File: config.mk
export PLATFORM = sky130hd
export DESIGN_NAME = copperv_fetch_flat
export DESIGN_NICKNAME = d
export VERILOG_FILES = /design/src/rtl/copperv_pkg.sv /design/src/rtl/copperv_fetch_if.sv /design/src/rtl/copperv_fifo.sv /design/src/rtl/copperv_fetch.sv /design/src/flat_wrapper.sv
export SDC_FILE = /design/constraint.sdc
export NUM_CORES = 1
export LEC_CHECK = 0
export CAP_MARGIN = 20
export CORE_ASPECT_RATIO = 0.75
export CORE_MARGIN = 2
export CORE_UTILIZATION = 55
export CTS_BUF_LIST = sky130_fd_sc_hd__clkbuf_8 sky130_fd_sc_hd__clkbuf_16
export DETAILED_ROUTE_END_ITERATION = 8
export PLACE_DENSITY = 0.83
export SETUP_SLACK_MARGIN = 0.4
export SYNTH_ARGS = -nofsm -noshare
export SYNTH_HDL_FRONTEND = slang
export SYNTH_SLANG_ARGS = --single-unit
File: constraint.sdc
create_clock -name clk -period 6.7 [get_ports clk]
set_input_delay 1.005 -clock clk [delete_from_list [all_inputs] [get_ports clk]]
set_output_delay 1.005 -clock clk [all_outputs]
set_load 0.01 [all_outputs]
File: src/rtl/copperv_pkg.sv
// Shared constants for the copperv instruction fetch slice.
package copperv_pkg;
    localparam int BUS_WIDTH = 32;
    localparam logic [31:0] RESET_VECTOR = 32'h0000_0000;
    localparam int INSTR_BYTES = 4;
endpackage

File: src/rtl/copperv_fetch_if.sv
// Memory read channels plus core-side instruction and redirect signals.
interface copperv_fetch_if #(
    parameter int bus_width = copperv_pkg::BUS_WIDTH
);
    logic                 i_raddr_valid;
    logic                 i_raddr_ready;
    logic [bus_width-1:0] i_raddr;
    logic                 i_rdata_valid;
    logic                 i_rdata_ready;
    logic [bus_width-1:0] i_rdata;
    logic                 instr_valid;
    logic                 instr_ready;
    logic [bus_width-1:0] instr;
    logic [bus_width-1:0] instr_pc;
    logic                 jump;
    logic [bus_width-1:0] jump_target;

    modport master (
        output i_raddr_valid, i_raddr, i_rdata_ready,
        output instr_valid, instr, instr_pc,
        input  i_raddr_ready, i_rdata_valid, i_rdata,
        input  instr_ready, jump, jump_target
    );

    modport slave (
        input  i_raddr_valid, i_raddr, i_rdata_ready,
        input  instr_valid, instr, instr_pc,
        output i_raddr_ready, i_rdata_valid, i_rdata,
        output instr_ready, jump, jump_target
    );
endinterface

File: src/rtl/copperv_fifo.sv
// Synchronous FIFO with flush; read and write may coincide even when full.
module copperv_fifo #(
    parameter int width = 32,
    parameter int depth = 4
) (
    input  logic                   clk,
    input  logic                   rst,
    input  logic                   flush,
    input  logic                   wr_en,
    input  logic [width-1:0]       wr_data,
    input  logic                   rd_en,
    output logic [width-1:0]       rd_data,
    output logic                   full,
    output logic                   empty,
    output logic [$clog2(depth):0] count
);
    localparam int AW = $clog2(depth);

    logic [width-1:0] mem_q [depth];
    logic [width-1:0] mem_d [depth];
    logic [AW-1:0]    wr_ptr_q, wr_ptr_d;
    logic [AW-1:0]    rd_ptr_q, rd_ptr_d;
    logic [AW:0]      count_q, count_d;
    logic             do_wr, do_rd;

    assign empty   = count_q == '0;
    assign full    = count_q == (AW+1)'(depth);
    assign count   = count_q;
    assign rd_data = mem_q[rd_ptr_q];

    always_comb begin
        do_rd    = rd_en & ~empty;
        do_wr    = wr_en & (~full | do_rd);
        mem_d    = mem_q;
        wr_ptr_d = wr_ptr_q;
        rd_ptr_d = rd_ptr_q;
        if (do_wr) begin
            mem_d[wr_ptr_q] = wr_data;
            wr_ptr_d = wr_ptr_q + AW'(1);
        end
        if (do_rd) rd_ptr_d = rd_ptr_q + AW'(1);
        count_d = count_q + (AW+1)'(do_wr) - (AW+1)'(do_rd);
        if (flush) begin
            wr_ptr_d = '0;
            rd_ptr_d = '0;
            count_d  = '0;
        end
    end

    always_ff @(posedge clk) begin
        mem_q <= mem_d;
        if (rst) begin
            wr_ptr_q <= '0;
            rd_ptr_q <= '0;
            count_q  <= '0;
        end else begin
            wr_ptr_q <= wr_ptr_d;
            rd_ptr_q <= rd_ptr_d;
            count_q  <= count_d;
        end
    end
endmodule

File: src/rtl/copperv_fetch.sv
// Prefetching instruction fetch unit with credit-based request issue
// and in-order discard of responses made stale by a redirect.
module copperv_fetch
    import copperv_pkg::*;
#(
    parameter int bus_width = BUS_WIDTH,
    parameter int fifo_depth = 4,
    parameter logic [bus_width-1:0] reset_vector = bus_width'(RESET_VECTOR)
) (
    input logic             clk,
    input logic             rst,
    copperv_fetch_if.master bus
);
    localparam int CW = $clog2(fifo_depth + 1);
    localparam int QW = $clog2(fifo_depth) + 1;
    localparam int SW = CW + 2;
    localparam logic [SW-1:0] DEPTH = SW'(fifo_depth);
    localparam logic [SW-1:0] CNT_MAX = SW'((1 << CW) - 1);
    localparam logic [bus_width-1:0] STEP = bus_width'(bus_width / 8);

    logic [bus_width-1:0] fetch_pc_q, fetch_pc_d;
    logic [bus_width-1:0] hold_pc_q, hold_pc_d;
    logic [bus_width-1:0] resp_pc_q, resp_pc_d;
    logic                 raddr_valid_q, raddr_valid_d;
    logic                 stale_q, stale_d;
    logic [CW-1:0]        out_q, out_d;
    logic [CW-1:0]        disc_q, disc_d;

    logic                 addr_hs, data_hs, rd_en, wr_en;
    logic                 drop, live, credit;
    logic                 fifo_full, fifo_empty;
    logic [QW-1:0]        fifo_count;
    logic [2*bus_width-1:0] fifo_rdata;
    logic [SW-1:0]        out_sum, disc_sum, occ_sum;

    assign bus.i_raddr_valid = raddr_valid_q & ~rst;
    assign bus.i_raddr       = stale_q ? hold_pc_q : fetch_pc_q;
    assign bus.i_rdata_ready = ~rst;
    assign bus.instr_valid   = ~fifo_empty & ~rst;
    assign bus.instr_pc      = fifo_rdata[2*bus_width-1:bus_width];
    assign bus.instr         = fifo_rdata[bus_width-1:0];

    copperv_fifo #(
        .width(2 * bus_width),
        .depth(fifo_depth)
    ) u_fifo (
        .clk    (clk),
        .rst    (rst),
        .flush  (bus.jump),
        .wr_en  (wr_en),
        .wr_data({resp_pc_q, bus.i_rdata}),
        .rd_en  (rd_en),
        .rd_data(fifo_rdata),
        .full   (fifo_full),
        .empty  (fifo_empty),
        .count  (fifo_count)
    );

    always_comb begin
        addr_hs = bus.i_raddr_valid & bus.i_raddr_ready;
        data_hs = bus.i_rdata_valid & bus.i_rdata_ready;
        rd_en   = bus.instr_valid & bus.instr_ready;
        drop    = disc_q != '0;
        live    = data_hs & ~drop & (out_q != '0);
        wr_en   = live & ~bus.jump & (~fifo_full | rd_en);

        out_sum  = SW'(out_q) + SW'(addr_hs & ~stale_q) - SW'(live);
        disc_sum = SW'(disc_q) + SW'(addr_hs & stale_q) - SW'(data_hs & drop);
        occ_sum  = SW'(fifo_count) + SW'(wr_en) - SW'(rd_en);
        // Redirect: everything still in flight is now owed a discard.
        if (bus.jump) begin
            disc_sum = disc_sum + out_sum;
            out_sum  = '0;
            occ_sum  = '0;
        end
        credit = (occ_sum + out_sum < DEPTH) &
                 (out_sum + disc_sum < CNT_MAX);
        out_d  = CW'(out_sum);
        disc_d = CW'(disc_sum);

        fetch_pc_d = fetch_pc_q;
        hold_pc_d  = hold_pc_q;
        resp_pc_d  = resp_pc_q;
        stale_d    = stale_q;
        if (addr_hs & ~stale_q) fetch_pc_d = fetch_pc_q + STEP;
        if (addr_hs) stale_d = 1'b0;
        if (wr_en) resp_pc_d = resp_pc_q + STEP;
        if (bus.jump) begin
            fetch_pc_d = bus.jump_target;
            resp_pc_d  = bus.jump_target;
            if (bus.i_raddr_valid & ~addr_hs & ~stale_q) begin
                stale_d   = 1'b1;
                hold_pc_d = fetch_pc_q;
            end
        end
        raddr_valid_d = (raddr_valid_q & ~addr_hs) | credit;
    end

    // Request is pre-armed in reset so it appears on the first free cycle.
    always_ff @(posedge clk) begin
        if (rst) begin
            fetch_pc_q    <= reset_vector;
            hold_pc_q     <= reset_vector;
            resp_pc_q     <= reset_vector;
            raddr_valid_q <= 1'b1;
            stale_q       <= 1'b0;
            out_q         <= '0;
            disc_q        <= '0;
        end else begin
            fetch_pc_q    <= fetch_pc_d;
            hold_pc_q     <= hold_pc_d;
            resp_pc_q     <= resp_pc_d;
            raddr_valid_q <= raddr_valid_d;
            stale_q       <= stale_d;
            out_q         <= out_d;
            disc_q        <= disc_d;
        end
    end
endmodule

File: src/flat_wrapper.sv
// flat-port wrapper written by rule: the top's interface ports become plain ports
module copperv_fetch_flat import copperv_pkg::*;
#(
    parameter int bus_width = BUS_WIDTH,
    parameter int fifo_depth = 4,
    parameter logic [bus_width-1:0] reset_vector = bus_width'(RESET_VECTOR)
)
  (clk, rst, bus_i_raddr_valid, bus_i_raddr, bus_i_rdata_ready, bus_instr_valid, bus_instr, bus_instr_pc, bus_i_raddr_ready, bus_i_rdata_valid, bus_i_rdata, bus_instr_ready, bus_jump, bus_jump_target);
  copperv_fetch_if #(.bus_width(bus_width)) bus_i ();
  input logic clk;
  input logic rst;
  output wire logic [$bits(bus_i.i_raddr_valid)-1:0] bus_i_raddr_valid;
  output wire logic [$bits(bus_i.i_raddr)-1:0] bus_i_raddr;
  output wire logic [$bits(bus_i.i_rdata_ready)-1:0] bus_i_rdata_ready;
  output wire logic [$bits(bus_i.instr_valid)-1:0] bus_instr_valid;
  output wire logic [$bits(bus_i.instr)-1:0] bus_instr;
  output wire logic [$bits(bus_i.instr_pc)-1:0] bus_instr_pc;
  input wire logic [$bits(bus_i.i_raddr_ready)-1:0] bus_i_raddr_ready;
  input wire logic [$bits(bus_i.i_rdata_valid)-1:0] bus_i_rdata_valid;
  input wire logic [$bits(bus_i.i_rdata)-1:0] bus_i_rdata;
  input wire logic [$bits(bus_i.instr_ready)-1:0] bus_instr_ready;
  input wire logic [$bits(bus_i.jump)-1:0] bus_jump;
  input wire logic [$bits(bus_i.jump_target)-1:0] bus_jump_target;
  assign bus_i_raddr_valid = bus_i.i_raddr_valid;
  assign bus_i_raddr = bus_i.i_raddr;
  assign bus_i_rdata_ready = bus_i.i_rdata_ready;
  assign bus_instr_valid = bus_i.instr_valid;
  assign bus_instr = bus_i.instr;
  assign bus_instr_pc = bus_i.instr_pc;
  assign bus_i.i_raddr_ready = bus_i_raddr_ready;
  assign bus_i.i_rdata_valid = bus_i_rdata_valid;
  assign bus_i.i_rdata = bus_i_rdata;
  assign bus_i.instr_ready = bus_instr_ready;
  assign bus_i.jump = bus_jump;
  assign bus_i.jump_target = bus_jump_target;
  copperv_fetch #(.bus_width(bus_width), .fifo_depth(fifo_depth), .reset_vector(reset_vector)) u_core (.clk(clk), .rst(rst), .bus(bus_i));
endmodule
; ---- Word level (Yosys, flattened, before mapping)
; Index checks and enable logic that the tools add are counted.
[totals]
regBits = 367
[classes]
add_sub_neg = 15
n_reduce_logical = 8
n_bitwise = 32
n_eq_ne = 1
n_lt_le_gt_ge = 5
mux = 17
[op_table]
columns = cell, count
row1 = 256-bit bitwise mux, 1
row2 = 64-bit 2-to-1 mux, 3
row3 = 32-bit 2-to-1 mux, 5
row4 = 64-bit binary-select mux with 2-bit select, 1
row5 = 64-bit demux with 2-bit select, 1
row6 = "32-bit by 3-bit adder with 32-bit output, second input constant", 2
row7 = 1-bit bitwise AND, 18
row8 = 5-bit adder, 3
row9 = 5-bit 2-to-1 mux, 3
row10 = 3-bit by 5-bit adder with 5-bit output, 2
row11 = "5-bit by 3-bit < comparator with 1-bit output, second input constant", 2
row12 = 5-bit by 1-bit subtractor with 5-bit output, 2
row13 = 1-bit inverter, 7
row14 = "3-bit greater-or-equal comparator, second input constant", 2
row15 = 2-bit inverter with 3-bit output, 2
row16 = 3-bit nonzero test, 2
row17 = 1-bit by 5-bit bitwise AND with 5-bit output, 1
row18 = 1-bit inverter with 5-bit output, 1
row19 = 5-bit subtractor, 1
row20 = "2-bit by 1-bit adder with 2-bit output, second input constant", 2
row21 = 3-bit by 1-bit adder with 4-bit output, 1
row22 = 2-bit nonzero test, 2
row23 = 3-bit by 1-bit adder with 3-bit output, 1
row24 = "3-bit == test, second input constant", 1
row25 = other kinds (8), 12

; ---- Logic depth before layout (Yosys ltp)
[logic_depth]
word_depth = 13
ltp_mapped = 22

; ---- By module
; Synthesis repeated with hierarchy kept, for this count alone.
[unflattened]
cells_unflattened = 1097
area_unflattened_um2 = 15710.1
[by_module_without_submodules]
columns = mod, cells_per_inst, area_each_um2, seq_area_each_um2, instances
row1 = copperv_fifo, 381, 9659.3, 7827.5, 1
row2 = copperv_fetch, 716, 6050.8, 2082.0, 1

; ---- Least setup slack after synthesis
; No wires, ideal clock.
[synth_timing]
path_kind = input -> register
from = input rst
to = register u_core.raddr_valid_q
slack_ns = 1.759
n_path_buf = 3
stages = 22
arrival_ns = 4.854
path_cell_list = buf_2 -> nand2b_1 -> or3_1 -> buf_6 -> clkinv_2 -> buf_2 -> ha_1 -> inv_1 -> ha_1 -> fa_1 -> xor2_1 -> inv_1 -> ha_1 -> a21oi_1 -> o21ai_0 -> xnor2_1 -> a21oi_1 -> ha_1 -> a21oi_1 -> xnor2_1 -> xnor2_1 -> o31ai_1
[synth_between]
elab_chain_len = 13
elab_cells_between_ends = 32
[synth_rtl]
columns = item, line
row1 = start: declaration, flat_wrapper.sv:11  ; input logic rst;
row2 = branches (longest 13 deep; another with 3-bit by 5-bit adder with 5-bit output), --
row3 = end signal: assignment, copperv_fetch.sv:113  ; raddr_valid_q <= raddr_valid_d;
row4 = end: declaration, copperv_fetch.sv:24  ; logic raddr_valid_q, raddr_valid_d;
; Several ways; the timed one is not identified.
; A chain may end at the register's enable or synchronous reset.

; ---- Worst setup path after layout
[layout_timing]
from = input bus_i_rdata_valid
to = register u_core.raddr_valid_q
[layout_between]
elab_chain_len = 12
elab_cells_between_ends = 20
[layout_rtl]
columns = item, line
row1 = start: declaration, flat_wrapper.sv:19  ; input wire logic [$bits(bus_i.i_rdata_valid)-1:0] bus_i_rdata_valid;
row2 = 1-bit bitwise AND *, copperv_fetch.sv:61  ; data_hs = bus.i_rdata_valid & bus.i_rdata_ready;
row3 = 1-bit bitwise AND (2 in series), copperv_fetch.sv:64  ; live = data_hs & ~drop & (out_q != '0);
row4 = 1-bit bitwise AND (2 in series), copperv_fetch.sv:65  ; wr_en = live & ~bus.jump & (~fifo_full | rd_en);
row5 = 3-bit by 1-bit adder with 4-bit output, copperv_fetch.sv:69  ; occ_sum = SW'(fifo_count) + SW'(wr_en) - SW'(rd_en);
row6 = 5-bit by 1-bit subtractor with 5-bit output, copperv_fetch.sv:69
row7 = 5-bit 2-to-1 mux, copperv_fetch.sv:71  ; if (bus.jump) begin
row8 = 5-bit adder, copperv_fetch.sv:76  ; credit = (occ_sum + out_sum < DEPTH) &
row9 = 5-bit by 3-bit < comparator with 1-bit output, copperv_fetch.sv:76
row10 = 1-bit bitwise AND *, copperv_fetch.sv:76
row11 = 1-bit bitwise OR *, copperv_fetch.sv:96  ; raddr_valid_d = (raddr_valid_q & ~addr_hs) | credit;
; Every way passes the cells marked *; elsewhere a longest branch is shown, timed or not.

==> results.cfg <==
[outcome]
status = completed

[grt]
met2_usage_pct = 36.7
grt-ovfl-total = 0
grt-busiest-layer = met2
grt_pass1_vias = 9542
grt_pass1_wl_mm = 53.4
grt_use_total_pct = 23.4
grt_max_degree = 91
grt_use_met1_pct = 34.5
antenna_found_initial = 0
use_met3_pct = 4.55

[timing]
fin_skew_ns = 0.0107
hold_viol = 0
min_period_ns = 5.15
post-route-period-util_pct = 76.9
fmax_ghz = 0.194
slew_viol_final = 0
finalSetupViolCount = 0
fin_tns_setup_ns = 0
worstMarginPinSlew_ns = 0.936
max-slew-margin-rel_pct = 37.6
rsz0062_at_grt = no

[die]
die_h_um = 150
ios = 169
die-area_um2 = 29700
num_rows = 53
initial_utilization_pct = 55.8
fp.dieW_um = 198
coreArea_um2 = 28000

[placement]
dp_hpwl_mm = 22.4
gp_congestion = 0.870
port_buffers = 168

[pwr]
vdd_drop_max_v = 0.000143
p_per_area_nw_per_um2 = 265
p_leak_nw = 6.27

[final_layout]
drive_above_1_share_pct = 14.0
area_growth_pct = 20.3
fillers = 1944
fin_util_pct = 67.1
num_antenna_cells = 0
fin_nets = 1353

[setup_path]
rr_startpoint = u_core.disc_q[0]
path_class = input pin to flip-flop
r2r-end = u_core.raddr_valid_q
crit_arrival_ns = 5.57
crit_path_start_kind = input pin
critPathRequiredTime_ns = 7.12
r2r.worst_path.cells = 19
cp_max_fo = 16
critPathCaptureType = flip-flop
reg2reg_slack_ns = 2.03

[worst_hold_path]
whs_path_depth = 2
hold_start = u_core.hold_pc_q[5]
min_to = u_core.hold_pc_q[5]
hp-class = flip-flop to flip-flop

[synthesis]
synth_edf_count = 256
seq_area_frac_synth_pct = 63.5
syn_area_um2 = 15600
synth_nets = 1189
synth-seq-cells = 367
synthArstFlopShare_pct = 0
yosys_most_used_dff = edfxtp_1
yosysWarningCount = 0
syn_area_per_cell_um2 = 14.5
synth_cell_type_count = 54
synthCells = 1079

[cts]
ctsHoldBuffers = 0
post_cts_resize_count = 0
root_buffer = clkbuf_16
numCtsBuffers = 34
ctsHtreeMaxLevel = 2
cts_setup_buffers = 0
clk_pin_slew_ns = 0.06
cts_sinks = 367
tritoncts = yes
clk_path_buf_depth = 3
insertion_delay_ns = 0.50

[detailed_routing]
wl_per_cell_um = 20.7
routed_wl_mm = 34.2
route.detailed.drc = 0
drt_pass1_iterations = 5
vias = 9611
drtAntennaViolNets = 0
first_iter_violations = 717
via_per_inst = 5.82

[job]
max-cap-violations = 0
## critical path, stage by stage
cell	delay, ns
clkdlybuf4s50_1	0.49
nand2b_1	0.14
or3_1	0.34
clkinv_2	0.29
ha_1	0.35
inv_1	0.04
ha_1	0.21
fa_1	0.40
xor2_1	0.44
inv_1	0.10
ha_1	0.32
a21oi_1	0.13
o21ai_0	0.12
xnor2_1	0.16
a21oi_1	0.09
ha_1	0.33
a21oi_1	0.18
xnor2_1	0.16
xnor2_1	0.08
o31ai_1	0.21
## per-layer routing
| metal | vias to the layer above | part of all wire [%] |
|---|---|---|
| met5 | - | 0 |
| li1 | 4441 | - |
| met3 | 42 | 8.4 |
| met2 | 397 | 46 |
| met1 | 4731 | 44 |
| met4 | 0 | 1.3 |
## worst max-delay path by stage
stage / startpoint / endpoint / cells after the start
CTS: bus_i_rdata_valid / u_core.raddr_valid_q / 20
finish: bus_i_rdata_valid / u_core.raddr_valid_q / 20
detailed placement: bus_i_rdata_valid / u_core.raddr_valid_q / 20
global placement: bus_i_rdata_valid / u_core.raddr_valid_q / 20
global route: bus_i_rdata_valid / u_core.raddr_valid_q / 20
floorplan: rst / u_core.raddr_valid_q / 22
## cell type report
| cell class | count | area (um2) | area share (%) |
|---|---|---|---|
| Clock buffer | 40 | 945 | 5.03 |
| Tap cell | 385 | 482 | 2.57 |
| Timing Repair Buffer | 184 | 1810 | 9.64 |
| Sequential cell | 367 | 9910 | 52.8 |
| Multi-Input combinational cell | 625 | 5360 | 28.5 |
| Inverter | 31 | 118 | 0.627 |
| Clock inverter | 20 | 149 | 0.793 |
## placed cells by master (no fill, tap or decap), types with 5 or more instances in the layout
cell type / n
nor3_1: 5
and2_1: 11
o21a_1: 26
inv_1: 38
xnor2_1: 23
nor4_1: 9
nor2b_1: 7
mux4_2: 64
fa_1: 5
a211oi_1: 8
nand4_1: 31
xor2_1: 43
mux2_2: 32
a31oi_1: 7
o21ai_0: 14
nand3_1: 22
and3_1: 14
edfxtp_1: 256
buf_4: 15
and4_1: 11
o31a_1: 7
dfxtp_1: 109
nand2_1: 96
clkbuf_16: 35
clkdlybuf4s50_1: 167
a21boi_0: 30
ha_1: 35
or3_1: 5
nor2_1: 27
a21oi_1: 53
clkbuf_8: 5
## state kept, by name (all words and copies together) (netlist names), named ones only
signal                  count
u_core.hold_pc_q           32
u_core.u_fifo.count         3
u_core.fetch_pc_q          32
u_core.u_fifo.mem_q       256
u_core.u_fifo.rd_ptr_q      2
u_core.raddr_valid_q        1
u_core.resp_pc_q           32
u_core.u_fifo.wr_ptr_q      2
u_core.disc_q               3
u_core.out_q                3
## through the flow
stage	setup WS, ns	power [mW]	area (um2)	hold slack, ns	std cells
global route	1.24	5.15	18800	0.474	1652
detailed placement	1.06	3.13	17700	0.447	1591
global placement	1.28	3.11	17700	0.438	1591
finish	1.55	4.97	18800	0.453	1652
CTS	1.64	5.01	18800	0.456	1651
floorplan	1.76	2.92	15600	0.433	1079
## Yosys cell counts, types with 5 or more instances
| cell type | number | area share (%) |
|---|---|---|
| or3_1 | 5 | 0.20 |
| and4_1 | 11 | 0.62 |
| nor3_1 | 5 | 0.16 |
| xnor2_1 | 23 | 1.3 |
| a31oi_1 | 7 | 0.28 |
| edfxtp_1 | 256 | 49 |
| nand3_1 | 22 | 0.71 |
| nor2_1 | 27 | 0.65 |
| nor4_1 | 9 | 0.36 |
| a21oi_1 | 53 | 1.7 |
| mux4_2 | 64 | 9.2 |
| buf_2 | 6 | 0.19 |
| a211oi_1 | 8 | 0.38 |
| and3_1 | 14 | 0.56 |
| inv_1 | 29 | 0.70 |
| ha_1 | 35 | 2.8 |
| o21ai_0 | 14 | 0.45 |
| nand4_1 | 31 | 1.2 |
| dfxtp_1 | 111 | 14 |
| buf_1 | 14 | 0.34 |
| mux2_2 | 32 | 2.3 |
| fa_1 | 5 | 0.64 |
| o31a_1 | 7 | 0.39 |
| nor2b_1 | 7 | 0.28 |
| a21boi_0 | 30 | 1.4 |
| o21a_1 | 26 | 1.3 |
| clkbuf_1 | 35 | 0.84 |
| nand2_1 | 96 | 2.3 |
| and2_1 | 15 | 0.60 |
| xor2_1 | 43 | 2.4 |
## report_power, final
group | leakage (nW) | switching [mW] | internal, mW
Clock | 0.568 | 0.797 | 1.08
Sequential | 3.23 | 0.0665 | 2.47
Combinational | 2.47 | 0.283 | 0.269
## cell families after synthesis
group / share of synthesized area, %
AND/OR/NAND/NOR: 8.77
AO/OA/AOI/OAI: 6.70
buffers and inverters: 2.20
flip-flops: 63.5
multiplexers: 11.7
XOR/XNOR: 3.70
adder cells (fa/ha/maj): 3.45
Note: power is estimated with default switching activity, not from simulation.
